==> config.mk <==
export PLATFORM = sky130hd
export DESIGN_NAME = bcd_seg_scanner
export DESIGN_NICKNAME = d
export VERILOG_FILES = /design/src/rtl/bcd_seg_scanner.sv
export SDC_FILE = /design/constraint.sdc
export NUM_CORES = 1
export LEC_CHECK = 0
export ABC_AREA = 1
export ABC_CLOCK_PERIOD_IN_PS = 2900
export CAP_MARGIN = 10
export CORE_AREA = 2 2 75 77
export CTS_BUF_LIST = sky130_fd_sc_hd__clkbuf_8
export CTS_CLUSTER_DIAMETER = 60
export CTS_CLUSTER_SIZE = 30
export DETAILED_ROUTE_END_ITERATION = 8
export DIE_AREA = 0 0 77 79
export GPL_TIMING_DRIVEN = 0
export PLACE_DENSITY = 0.82
export SLEW_MARGIN = 20
export SYNTH_ARGS = -nofsm -noshare
export SYNTH_HDL_FRONTEND = slang
export SYNTH_SLANG_ARGS = --single-unit
==> constraint.sdc <==
create_clock -name clk -period 2.9 [get_ports clk]
set_input_delay 0.58 -clock clk [delete_from_list [all_inputs] [get_ports clk]]
set_output_delay 0.58 -clock clk [all_outputs]
set_load 0.05 [all_outputs]
==> src/rtl/bcd_seg_scanner.sv <==
// Time-multiplexed 7-segment scanner for packed BCD digits.
// A free-running divider advances the active digit; the staging register captures
// new data at any time, and the shadow register that feeds the decoder only updates
// at a frame boundary, so a display frame always comes from one consistent load.
module bcd_seg_scanner #(
   parameter int unsigned NUM_DIGITS = 4,
   parameter int unsigned DIV_WIDTH  = 16,
   parameter bit          ACTIVE_LOW = 1'b1,
   parameter bit          BLANK_LEAD = 1'b1
) (
   input  logic                    clk,
   input  logic                    rst,
   input  logic [4*NUM_DIGITS-1:0] bcd_in,
   input  logic [NUM_DIGITS-1:0]   dp_in,
   input  logic                    load,
   output logic [6:0]              seg_out,
   output logic                    dp_out,
   output logic [NUM_DIGITS-1:0]   an_out,
   output logic                    frame_done,
   output logic                    err
);

   localparam int unsigned IdxWidth = (NUM_DIGITS > 1) ? $clog2(NUM_DIGITS) : 1;
   localparam logic [IdxWidth-1:0] LastIdx = IdxWidth'(NUM_DIGITS - 1);

   // Inactive output levels depend on the display polarity.
   localparam logic [6:0]            SegOff = ACTIVE_LOW ? 7'h7F : 7'h00;
   localparam logic                  DpOff  = ACTIVE_LOW;
   localparam logic [NUM_DIGITS-1:0] AnOff  = ACTIVE_LOW ? '1 : '0;

   // Active-high segment pattern {g,f,e,d,c,b,a}; non-decimal codes show a dash.
   function automatic logic [6:0] seg_decode(input logic [3:0] val);
      logic [6:0] pat;
      case (val)
         4'd0:    pat = 7'h3F;
         4'd1:    pat = 7'h06;
         4'd2:    pat = 7'h5B;
         4'd3:    pat = 7'h4F;
         4'd4:    pat = 7'h66;
         4'd5:    pat = 7'h6D;
         4'd6:    pat = 7'h7D;
         4'd7:    pat = 7'h07;
         4'd8:    pat = 7'h7F;
         4'd9:    pat = 7'h6F;
         default: pat = 7'h40;
      endcase
      return pat;
   endfunction

   // State
   logic [DIV_WIDTH-1:0]    div_q, div_d;
   logic [IdxWidth-1:0]     idx_q, idx_d;
   logic [4*NUM_DIGITS-1:0] stage_bcd_q, stage_bcd_d;
   logic [NUM_DIGITS-1:0]   stage_dp_q, stage_dp_d;
   logic [4*NUM_DIGITS-1:0] shadow_bcd_q, shadow_bcd_d;
   logic [NUM_DIGITS-1:0]   shadow_dp_q, shadow_dp_d;
   logic                    frame_done_q, frame_done_d;
   logic                    err_q, err_d;
   logic [6:0]              seg_q, seg_d;
   logic                    dp_q, dp_d;
   logic [NUM_DIGITS-1:0]   an_q, an_d;

   // Combinational helpers
   logic                    tick;
   logic                    boundary;
   logic                    stage_bad;
   logic [NUM_DIGITS-1:0]   lead_zero;
   logic                    zero_acc;
   logic [3:0]              cur_nib;
   logic                    cur_dp;
   logic                    cur_blank;
   logic [NUM_DIGITS-1:0]   cur_an;
   logic [6:0]              seg_raw;

   assign tick     = (div_q == '1);
   assign boundary = tick && (idx_q == LastIdx);

   // Any staged nibble outside 0..9 marks the load as invalid.
   always_comb begin
      stage_bad = 1'b0;
      for (int i = 0; i < int'(NUM_DIGITS); i++) begin
         if (stage_bcd_q[4*i +: 4] > 4'd9) begin
            stage_bad = 1'b1;
         end
      end
   end

   // lead_zero[i]: shadow nibbles i..top are all zero (scanned from the top down).
   always_comb begin
      lead_zero = '0;
      zero_acc  = 1'b1;
      for (int i = int'(NUM_DIGITS) - 1; i >= 0; i--) begin
         zero_acc     = zero_acc & (shadow_bcd_q[4*i +: 4] == 4'd0);
         lead_zero[i] = zero_acc;
      end
   end

   // Select the nibble, dp bit, blank flag and anode for the current digit.
   always_comb begin
      cur_nib   = 4'd0;
      cur_dp    = 1'b0;
      cur_blank = 1'b0;
      cur_an    = '0;
      for (int i = 0; i < int'(NUM_DIGITS); i++) begin
         if (idx_q == IdxWidth'(i)) begin
            cur_nib   = shadow_bcd_q[4*i +: 4];
            cur_dp    = shadow_dp_q[i];
            cur_blank = BLANK_LEAD && (i != 0) && lead_zero[i];
            cur_an[i] = 1'b1;
         end
      end
   end

   // Next-state logic for the divider, digit index, data registers and outputs.
   always_comb begin
      div_d        = div_q + DIV_WIDTH'(1);
      idx_d        = idx_q;
      stage_bcd_d  = stage_bcd_q;
      stage_dp_d   = stage_dp_q;
      shadow_bcd_d = shadow_bcd_q;
      shadow_dp_d  = shadow_dp_q;
      frame_done_d = 1'b0;
      err_d        = err_q;

      if (tick) begin
         idx_d = (idx_q == LastIdx) ? '0 : idx_q + IdxWidth'(1);
      end

      // Shadow takes the staging value as it stood before this edge, so a load in
      // the same cycle only becomes visible one frame later.
      if (boundary) begin
         shadow_bcd_d = stage_bcd_q;
         shadow_dp_d  = stage_dp_q;
         frame_done_d = 1'b1;
         err_d        = err_q | stage_bad;
      end

      if (load) begin
         stage_bcd_d = bcd_in;
         stage_dp_d  = dp_in;
      end

      seg_raw = cur_blank ? 7'h00 : seg_decode(cur_nib);
      seg_d   = ACTIVE_LOW ? ~seg_raw : seg_raw;
      dp_d    = ACTIVE_LOW ? ~cur_dp : cur_dp;
      an_d    = ACTIVE_LOW ? ~cur_an : cur_an;
   end

   // State register with synchronous reset; outputs go inactive while in reset.
   always_ff @(posedge clk) begin
      if (rst) begin
         div_q        <= '0;
         idx_q        <= '0;
         stage_bcd_q  <= '0;
         stage_dp_q   <= '0;
         shadow_bcd_q <= '0;
         shadow_dp_q  <= '0;
         frame_done_q <= 1'b0;
         err_q        <= 1'b0;
         seg_q        <= SegOff;
         dp_q         <= DpOff;
         an_q         <= AnOff;
      end else begin
         div_q        <= div_d;
         idx_q        <= idx_d;
         stage_bcd_q  <= stage_bcd_d;
         stage_dp_q   <= stage_dp_d;
         shadow_bcd_q <= shadow_bcd_d;
         shadow_dp_q  <= shadow_dp_d;
         frame_done_q <= frame_done_d;
         err_q        <= err_d;
         seg_q        <= seg_d;
         dp_q         <= dp_d;
         an_q         <= an_d;
      end
   end

   assign seg_out    = seg_q;
   assign dp_out     = dp_q;
   assign an_out     = an_q;
   assign frame_done = frame_done_q;
   assign err        = err_q;

endmodule

==> impl_metrics.py, run 1 <==
metrics = {
    "run_status": {
        "status": "complete, but fails checks",
        "failed_checks": "DRC",
    },
    "placement": {
        "globalplace.congestion": 0.9198,
        "hpwl_mm": 4.882,
        "detailed_place.area_sq_um": 3572,
        "io_buffers": 35,
        "placed_cells": 541,
    },
    "sta": {
        "finalHoldViolations": 0,
        "worst_pin_slew_ns": 0.5868,
        "max_freq_mhz": 472.5,
        "rsz0062_at_grt": "false",
        "setup-violations-final": 0,
        "min_period_over_period_pct": 72.97,
        "final_max_slew_viol_count": 0,
        "hold_ws_ns": 0.4567,
        "relSlewSlack_pct": 60.88,
        "final_layout_setup_total_negative_slack_ns": 0,
        "fin_skew_ns": 0.008476,
        "finalWorstPathRequiredPeriod_ns": 2.116,
    },
    "clocking": {
        "cts_tree": "built",
        "clock_slew_at_the_register_clock_pins_of_the_worst_setup_and_hold_paths_ns": 0.08,
        "post_cts_resize_count": 0,
        "cts.hold.buffers_added": 0,
        "numClockSinks": 72,
        "insertion_delay_ns": 0.35,
        "htree_num_levels": 3,
        "clock_tree.buffer_depth": 2,
        "cts-buffers-inserted": 9,
        "cts-root-buf": "sky130_fd_sc_hd__clkbuf_8",
        "post_cts_buffers": 0,
    },
    "logic_synthesis": {
        "synth.yosys.warnings": 0,
        "synth_seq_cells": 72,
        "synth_top_area_share_pct": 46.02,
        "synth.top_cells.by_area": "sky130_fd_sc_hd__dfxtp_1, sky130_fd_sc_hd__nand2_1, sky130_fd_sc_hd__nor2_1",
        "synth_fp_nets": 467,
        "synth.largest_area_cell": "sky130_fd_sc_hd__dfxtp_1",
        "avgSynthCellArea_sq_um": 7.216,
        "synth.lib_cells_used.distinct": 26,
        "synthesized_area_sq_um": 3132,
        "synth_seq_area_share_pct": 46.02,
        "synthesis.instances": 434,
    },
    "power": {
        "power.leakage_nw": 1.499,
        "max-vdd-ir-drop_uv": 301.4,
        "power_density_nw_per_um2": 551.9,
    },
    "floorplanning": {
        "chip_width_microns": 77,
        "start_util_pct": 58.67,
        "die_height_microns": 79,
        "core_region_area_sq_um": 5338,
        "ioPinCount": 37,
        "floorplan.die_area_sq_um": 6083,
        "fp-row-count": 27,
    },
    "worst_setup_path": {
        "critPathKind": "reg -> reg",
        "crit_path_end_kind": "register",
        "worstPathMaxFanout": 8,
        "cp.required_ns": 3.13,
        "critPathLaunchType": "register",
        "critPathArrivalTime_ns": 2.34,
    },
    "finish": {
        "layout.core_utilization_pct": 71.33,
        "final-seq-area_sq_um": 1441,
        "final_cells": 557,
        "area_growth_pct": 21.57,
        "finalInstanceArea_sq_um": 3807,
        "num-nets-final": 513,
        "n_fill_cell": 478,
        "antennaDiodeCount": 0,
        "multi_input_gate_area_in_the_final_layout_sq_um": 1469,
        "post_route_cells_drive_above_1_share_pct": 6.392,
    },
    "global_routing": {
        "number_of_global_route_vias_before_repair": 2628,
        "globalRoute.totalOverflow": 0,
        "number_of_antenna_violations_at_the_first_check_in_global_routing": 0,
        "grt_start_max_net_pins": 13,
        "globalRouteTotalUtil_pct": 24.15,
        "global_route_wire_length_before_repair_mm": 11.72,
    },
    "routing": {
        "post-route-drc-count": 1,
        "firstDrtPassIters": 7,
        "postRouteAntennaNets": 0,
        "routed_length_per_placed_instance_microns": 12.23,
        "drt-vias-per-instance": 5.215,
        "drt-initial-drc-count": 172,
        "dr_total_vias": 2905,
        "detail_route.wirelength_mm": 6.814,
    },
    "run": {
        "cap_viol_max_count": 0,
    },
    "min_path": {
        "worst_hold_path_type": "reg -> reg",
    },
}
-- logic make-up after synthesis --
logic type	Yosys count	share of synthesized area [%]
compound gates	73	11.99
xor+xnor	2	0.5594
fa+ha+maj	10	3.995
buf+inv	53	7.072
flops	72	46.02
simple gates	224	30.36
-- through the flow --
stage	total power (W)	worst slack (ns)
after detailed placement	0.001179	0.8521
after floorplan	0.001120	1.126
final	0.002101	0.7837
after global routing	0.002171	0.5798
after CTS	0.002110	0.7925
after global placement	0.001175	0.8948
-- flip-flops by register name (all words and copies together), names as in the netlist --
signal	cells
an_out	4
div_q	16
dp_out	1
err	1
frame_done	1
idx_q	2
seg_out	7
shadow_bcd_q	16
shadow_dp_q	4
stage_bcd_q	16
stage_dp_q	4
-- area by class of cell --
cell class | instances | area share, %
plain buffers | 20 | 2.563
clock buffers | 9 | 3.253
repair buffers | 35 | 9.201
well taps | 72 | 2.366
inverters | 33 | 3.253
clock inverters | 7 | 2.925
multi-input cells | 309 | 38.58
flip-flops and latches | 72 | 37.86
-- placed cells by master, fill, tap and decap left out, drive strengths merged --
cell,netlist,final
nand2,92,92
dfxtp,72,72
nor2,72,72
nand3,46,46
a21oi,41,41
inv,33,36
clkdlybuf4s50,0,35
o21ai,28,28
clkbuf,10,19
ha,10,10
buf,10,10
nor3,7,7
nand3b,3,3
bufinv,0,3
or2,2,2
nand4,2,2
o21bai,1,1
a211oi,1,1
xor2,1,1
xnor2,1,1
o31ai,1,1
o211ai,1,1
clkinv,0,1
-- metal layers --
layer	GRT usage [%]	share of wire [%]
met1	31.77	46
met2	39.39	47
met3	3.523	5.4
met4	11.43	2.0
met5	0	0
-- final timing paths --
check	cells past startpoint	slack, ns	start	end
worst max-delay path	13	0.78	idx_q[1]	seg_out[5]
worst min register to register	1	0.46	div_q[0]	div_q[0]
worst min-delay path	1	0.46	div_q[0]	div_q[0]
worst max register to register	13	0.78	idx_q[1]	seg_out[5]
-- worst max-delay path, cell delays in order, from the launching register on --
cell and delay [ns]:
sky130_fd_sc_hd__dfxtp_1 0.40, sky130_fd_sc_hd__inv_1 0.08, sky130_fd_sc_hd__ha_1 0.18, sky130_fd_sc_hd__buf_2 0.16, sky130_fd_sc_hd__inv_1 0.16, sky130_fd_sc_hd__nand2_1 0.07
sky130_fd_sc_hd__nand3_1 0.08, sky130_fd_sc_hd__nand2_1 0.07, sky130_fd_sc_hd__nand2_1 0.15, sky130_fd_sc_hd__inv_1 0.09, sky130_fd_sc_hd__ha_1 0.19, sky130_fd_sc_hd__nand3b_1 0.18
sky130_fd_sc_hd__nand3_1 0.11, sky130_fd_sc_hd__nand3_1 0.08
-- cell usage after synthesis --
master / count
sky130_fd_sc_hd__buf_1: 2
sky130_fd_sc_hd__o21bai_1: 1
sky130_fd_sc_hd__nand3b_1: 3
sky130_fd_sc_hd__ha_1: 10
sky130_fd_sc_hd__nand2_2: 2
sky130_fd_sc_hd__nor2_1: 69
sky130_fd_sc_hd__buf_2: 6
sky130_fd_sc_hd__a211oi_1: 1
sky130_fd_sc_hd__nor3_1: 7
sky130_fd_sc_hd__nand4_1: 2
sky130_fd_sc_hd__o31ai_1: 1
sky130_fd_sc_hd__nor2_4: 2
sky130_fd_sc_hd__buf_6: 2
sky130_fd_sc_hd__a21oi_1: 41
sky130_fd_sc_hd__inv_2: 2
sky130_fd_sc_hd__inv_1: 31
sky130_fd_sc_hd__o21ai_0: 28
sky130_fd_sc_hd__nor2_2: 1
sky130_fd_sc_hd__o211ai_1: 1
sky130_fd_sc_hd__nand3_1: 46
sky130_fd_sc_hd__clkbuf_1: 10
sky130_fd_sc_hd__nand2_1: 90
sky130_fd_sc_hd__dfxtp_1: 72
sky130_fd_sc_hd__xnor2_1: 1
sky130_fd_sc_hd__or2_2: 2
sky130_fd_sc_hd__xor2_1: 1
-- power by group --
| group | leakage (nW) | internal [W] | switching, W | total (W) |
|---|---|---|---|---|
| Sequential | 0.589 | 0.00102 | 0.0000156 | 0.00103 |
| Combinational | 0.784 | 0.0000537 | 0.0000712 | 0.000125 |
| Clock | 0.126 | 0.000567 | 0.000378 | 0.000945 |
| Total | 1.50 | 0.00164 | 0.000465 | 0.00210 |
Power figures use the tool's default switching activity.
==> run 2, diff against run 1 <==
--- a/config.mk
+++ b/config.mk
@@ -6,16 +6,16 @@
 export NUM_CORES = 1
 export LEC_CHECK = 0
 export ABC_AREA = 1
-export ABC_CLOCK_PERIOD_IN_PS = 2900
+export ABC_CLOCK_PERIOD_IN_PS = 2000
 export CAP_MARGIN = 10
-export CORE_AREA = 2 2 75 77
+export CORE_AREA = 2 2 78 80
 export CTS_BUF_LIST = sky130_fd_sc_hd__clkbuf_8
 export CTS_CLUSTER_DIAMETER = 60
 export CTS_CLUSTER_SIZE = 30
 export DETAILED_ROUTE_END_ITERATION = 8
-export DIE_AREA = 0 0 77 79
+export DIE_AREA = 0 0 80 82
 export GPL_TIMING_DRIVEN = 0
-export PLACE_DENSITY = 0.82
+export PLACE_DENSITY = 0.77
 export SLEW_MARGIN = 20
 export SYNTH_ARGS = -nofsm -noshare
 export SYNTH_HDL_FRONTEND = slang
==> constraint.sdc (replaced) <==
create_clock -name clk -period 2 [get_ports clk]
set_input_delay 0.4 -clock clk [delete_from_list [all_inputs] [get_ports clk]]
set_output_delay 0.4 -clock clk [all_outputs]
set_load 0.05 [all_outputs]
==> run 2 against run 1 <==
Effect of this change:
- clock skew decreased by 0.0045 ns
- clock-buffer cell count unchanged
- the run now ends clean
- first-iteration DRC count increased by 52%
- largest power group unchanged
- clock power increased by 19%
- design area increased by 0.76%
- register-to-register slack got worse by 0.65 ns
- die area increased by 7.8%
- hold slack improved by 0.012 ns
==> impl_metrics.py, run 2 (synthesis gave the netlist of run 1 again) <==
metrics = {
    "global_routing": {
        "number_of_antenna_violations_at_the_first_check_in_global_routing": 0,
        "globalRoute.totalOverflow": 0,
        "grt_start_max_net_pins": 13,
        "top_usage_layer": "met2",
        "globalRouteTotalUtil_pct": 23.16,
        "grt.met3_usage_pct": 3.846,
        "global_route_wire_length_before_repair_mm": 11.74,
        "number_of_global_route_vias_before_repair": 2663,
        "grtUsageMet1_pct": 31.01,
        "grt.met2_usage_pct": 36.75,
    },
    "finish": {
        "num-nets-final": 515,
        "mostFrequentLayoutCell": "sky130_fd_sc_hd__nand2_1",
        "final_cells": 562,
        "post_route_cells_drive_above_1_share_pct": 9.240,
        "largest_registers": "div_q x16, shadow_bcd_q x16, stage_bcd_q x16",
        "area_growth_pct": 22.49,
        "finalInstanceArea_sq_um": 3836,
        "layout.core_utilization_pct": 66.77,
        "most_frequent_cells_in_the_layout": "sky130_fd_sc_hd__nand2_1, sky130_fd_sc_hd__dfxtp_1, sky130_fd_sc_hd__nor2_1",
        "antennaDiodeCount": 0,
    },
    "worst_setup_path": {
        "reg2reg_depth": 13,
        "worstPathMaxFanout": 2,
        "levels_on_crit_path": 1,
        "critPathLaunchType": "register",
        "crit_path_end_kind": "primary output",
        "critical_path.reg2reg.startpoint": "idx_q[1]",
        "largest_stage_delay_on_the_critical_path_ns": 0.81,
        "reg2reg_setup_slack_ns": 0.13,
        "crit_path_start": "err",
        "critPathKind": "reg -> out",
        "r2r_end": "seg_out[6]",
        "critPathArrivalTime_ns": 1.48,
        "dominant_delay_contributor_by_cell_family_on_the_critical_path": "buffers and inverters",
        "cp_slowest_cell": "sky130_fd_sc_hd__clkdlybuf4s50_1",
        "critical_path.n_buffers_inverters": 1,
        "crit_chain": "clkdlybuf4s50_1",
        "cp.required_ns": 1.60,
    },
    "power": {
        "max-vdd-ir-drop_uv": 489.5,
        "power.leakage_nw": 1.478,
        "power_density_nw_per_um2": 728.9,
    },
    "sta": {
        "max_freq_mhz": 532.3,
        "relSlewSlack_pct": 58.71,
        "min_period_over_period_pct": 93.93,
        "fin_skew_ns": 0.003977,
        "final_max_slew_viol_count": 0,
        "hold_ws_ns": 0.4686,
        "post-route-worst-setup-slack_ns": 0.1213,
        "finalHoldViolations": 0,
        "setup-violations-final": 0,
        "worst_pin_slew_ns": 0.6194,
        "finalWorstPathRequiredPeriod_ns": 1.879,
    },
    "clocking": {
        "cts-root-buf": "sky130_fd_sc_hd__clkbuf_8",
        "numClockSinks": 72,
        "insertion_delay_ns": 0.34,
        "cts-buffers-inserted": 9,
        "clock_tree.buffer_depth": 2,
        "htree_num_levels": 3,
        "clock_slew_at_the_register_clock_pins_of_the_worst_setup_and_hold_paths_ns": 0.08,
        "cts_tree": "built",
        "cts.hold.buffers_added": 0,
    },
    "floorplanning": {
        "chip_width_microns": 80,
        "start_util_pct": 54.51,
        "core_region_area_sq_um": 5746,
        "die_height_microns": 82,
        "floorplan.die_area_sq_um": 6560,
        "ioPinCount": 37,
        "fp-row-count": 28,
    },
    "placement": {
        "io_buffers": 35,
        "hpwl_mm": 4.958,
        "detailed_place.area_sq_um": 3576,
        "globalplace.congestion": 0.8929,
        "dp_worst_setup_slack_ns": -0.05700,
        "placed_cells": 544,
    },
    "routing": {
        "routed_length_per_placed_instance_microns": 12.53,
        "drt-vias-per-instance": 5.162,
        "firstDrtPassIters": 5,
        "detail_route.wirelength_mm": 7.044,
        "dr_total_vias": 2901,
        "drt-initial-drc-count": 262,
        "postRouteAntennaNets": 0,
        "post-route-drc-count": 0,
    },
    "min_path": {
        "whs_path_cells": 2,
        "min_delay_worst_endpoint": "shadow_bcd_q[9]",
        "worst_hold_path_type": "reg -> reg",
        "hold_start": "shadow_bcd_q[9]",
    },
    "run_status": {
        "status": "completed",
    },
    "run": {
        "cap_viol_max_count": 0,
    },
}
run 2: metrics by stage:
step                power [W]   TNS [ns]
global placement     0.001704   -0.07119
floorplan            0.001624          0
finish               0.002796          0
CTS                  0.002804          0
detailed placement   0.001709    -0.2025
global route         0.002891  -0.001233
run 2: how the worst max path moves through the flow:
stage	end	slack, ns
floorplan	seg_out[6]	0.23
global placement	seg_out[6]	-0.03
detailed placement	seg_out[6]	-0.06
CTS	seg_out[3]	0.006
global route	seg_out[3]	-0.001
finish	err	0.12
run 2: where the power goes:
group          internal (W)  total, W  leakage (nW)  switching [W]
sequential          0.00147   0.00150         0.590      0.0000221
combinational     0.0000778  0.000181         0.794       0.000104
clock              0.000565   0.00112        0.0938       0.000555
total               0.00212   0.00280          1.48       0.000681
run 2: repair_timing:
action                                  CTS  global route
pin swaps                                 0             3
resized for setup                         4            18
endpoints found under the setup margin    5             6
buffers inserted                          0             2
run 2: area by class of cell:
class                           count  area (sq um)
Buffer                             20         112.6
Clock buffer                        9         123.9
Clock inverter                      7         65.06
Fill cell                         511          1909
Inverter                           33         126.4
Multi-Input combinational cell    309          1505
Sequential cell                    72          1444
Tap cell                           75         93.84
Timing Repair Buffer               37         365.4
run 2: layer usage:
layer  part of all wire [%]  wire (microns)
met5                      0               0
met4                    2.3             163
met3                    5.0             355
met2                     46            3249
met1                     46            3275
==> run 3, diff against run 2 <==
--- a/config.mk
+++ b/config.mk
@@ -14,6 +14,7 @@
 export CTS_CLUSTER_SIZE = 30
 export DETAILED_ROUTE_END_ITERATION = 8
 export DIE_AREA = 0 0 80 82
+export GPL_ROUTABILITY_DRIVEN = 0
 export GPL_TIMING_DRIVEN = 0
 export PLACE_DENSITY = 0.77
 export SLEW_MARGIN = 20
==> run 3 against run 2 <==
Effect of this change:
- clock power increased by 18%
- clock-buffer cell count grew 1
- clock skew increased by 0.0071 ns
- design area is 1.2% higher
==> impl_metrics.py, run 3 (synthesis gave the netlist of run 1 again) <==
metrics = {
    "floorplanning": {
        "start_util_pct": 54.51,
        "chip_width_microns": 80,
        "fp-row-count": 28,
        "floorplan.die_area_sq_um": 6560,
        "core_region_area_sq_um": 5746,
        "die_height_microns": 82,
        "ioPinCount": 37,
    },
    "finish": {
        "largest_registers": "div_q x16, shadow_bcd_q x16, stage_bcd_q x16",
        "most_frequent_cells_in_the_layout": "sky130_fd_sc_hd__nand2_1, sky130_fd_sc_hd__dfxtp_1, sky130_fd_sc_hd__nor2_1",
        "n_fill_cell": 522,
        "antennaDiodeCount": 0,
        "finalInstanceArea_sq_um": 3884,
        "num-nets-final": 514,
        "layout.core_utilization_pct": 67.60,
        "mostFrequentLayoutCell": "sky130_fd_sc_hd__nand2_1",
        "area_growth_pct": 24.01,
        "post_route_cells_drive_above_1_share_pct": 10.08,
    },
    "worst_setup_path": {
        "critical_path.n_buffers_inverters": 1,
        "worstPathMaxFanout": 2,
        "critPathKind": "reg -> out",
        "crit_chain": "clkdlybuf4s50_1",
        "dominant_delay_contributor_by_cell_family_on_the_critical_path": "buffers and inverters",
        "cp.required_ns": 1.60,
        "largest_stage_delay_on_the_critical_path_ns": 0.81,
        "critPathArrivalTime_ns": 1.51,
        "crit_path_end_kind": "primary output",
        "critPathLaunchType": "register",
        "cp_slowest_cell": "sky130_fd_sc_hd__clkdlybuf4s50_1",
    },
    "clocking": {
        "cts-root-buf": "sky130_fd_sc_hd__clkbuf_8",
        "insertion_delay_ns": 0.36,
        "cts-buffers-inserted": 9,
        "clock_tree.buffer_depth": 2,
        "htree_num_levels": 3,
        "cts_tree": "built",
        "clock_slew_at_the_register_clock_pins_of_the_worst_setup_and_hold_paths_ns": 0.08,
        "numClockSinks": 72,
    },
    "run": {
        "cap_viol_max_count": 0,
    },
    "global_routing": {
        "top_usage_layer": "met2",
        "globalRouteTotalUtil_pct": 23.42,
        "grt.met3_usage_pct": 5.824,
        "grt_start_max_net_pins": 14,
        "number_of_global_route_vias_before_repair": 2546,
        "grtUsageMet1_pct": 31.05,
        "number_of_antenna_violations_at_the_first_check_in_global_routing": 0,
        "globalRoute.totalOverflow": 0,
        "global_route_wire_length_before_repair_mm": 11.79,
        "grt.met2_usage_pct": 35.83,
    },
    "routing": {
        "dr_total_vias": 2927,
        "drt-vias-per-instance": 5.217,
        "postRouteAntennaNets": 0,
        "firstDrtPassIters": 4,
        "post-route-drc-count": 0,
        "routed_length_per_placed_instance_microns": 12.88,
        "detail_route.wirelength_mm": 7.226,
        "drt-initial-drc-count": 187,
    },
    "sta": {
        "final_max_slew_viol_count": 0,
        "relSlewSlack_pct": 61.00,
        "worst_pin_slew_ns": 0.5850,
        "fin_skew_ns": 0.01110,
        "finalWorstPathRequiredPeriod_ns": 1.910,
        "finalHoldViolations": 0,
        "min_period_over_period_pct": 95.51,
        "max_freq_mhz": 523.5,
        "setup-violations-final": 0,
    },
    "power": {
        "power_density_nw_per_um2": 771.7,
        "power.leakage_nw": 1.496,
        "max-vdd-ir-drop_uv": 698.4,
    },
    "placement": {
        "io_buffers": 35,
        "hpwl_mm": 5.016,
        "detailed_place.area_sq_um": 3576,
    },
    "run_status": {
        "status": "completed",
    },
    "min_path": {
        "worst_hold_path_type": "reg -> reg",
    },
}
==> run 3: changes by cell type in the layout (fill, tap and decap cells not counted), sizes merged <==
cell / change
buf: -2
bufinv: +1
clkbuf: +2
clkinv: +2
clkinvlp: -3
inv: -1
==> run 3: metrics by stage <==
stage / cells / hold slack, ns / setup slack, ns / setup TNS (ns) / power [W]
after floorplan: 434 / 0.4176 / 0.2264 / 0 / 0.001624
after global placement: 544 / 0.4318 / -0.02180 / -0.03197 / 0.001705
final: 561 / 0.4504 / 0.08977 / 0 / 0.002997
after detailed placement: 544 / 0.4427 / -0.06773 / -0.2484 / 0.001710
after global routing: 561 / 0.4777 / -0.001456 / -0.001456 / 0.003101
after CTS: 560 / 0.4550 / 0.02731 / 0 / 0.003006
==> run 3: cell type report <==
cell class / count / area (sq um) / share of cell area [%]
plain buffers: 19 / 101.3 / 2.610
repair buffers: 37 / 365.4 / 9.407
flip-flops and latches: 72 / 1446 / 37.24
clock buffers: 10 / 137.6 / 3.544
inverters: 33 / 126.4 / 3.254
well taps: 75 / 93.84 / 2.416
multi-input cells: 309 / 1521 / 39.18
clock inverters: 6 / 91.34 / 2.352
==> run 3: per-layer routing <==
| metal | up-vias | part of all wire (%) |
|---|---|---|
| met5 | - | 0 |
| met4 | 0 | 2.3 |
| met3 | 13 | 6.0 |
| met2 | 91 | 46 |
| met1 | 1318 | 46 |
| li1 | 1505 | - |
==> run 3: where the power goes <==
| group | switching [W] | internal (W) |
|---|---|---|
| logic | 0.000103 | 0.0000780 |
| clock network | 0.000578 | 0.000743 |
| registers | 0.0000232 | 0.00147 |
==> run 3: path summary, 6_finish.rpt <==
| kind | from | to | slack [ns] | cells past startpoint |
|---|---|---|---|---|
| hold / removal | div_q[0] | div_q[0] | 0.45 | 1 |
| setup reg to reg | idx_q[1] | seg_out[3] | 0.11 | 11 |
| hold reg to reg | div_q[0] | div_q[0] | 0.45 | 1 |
| setup / recovery | err | err | 0.09 | 1 |
==> run 3: timing repair <==
item	4_1_cts	5_1_grt
gates resized for setup	6	17
hold buffers	0	0
setup buffers	0	2
endpoints found under the setup margin	5	6
pin swaps	0	3
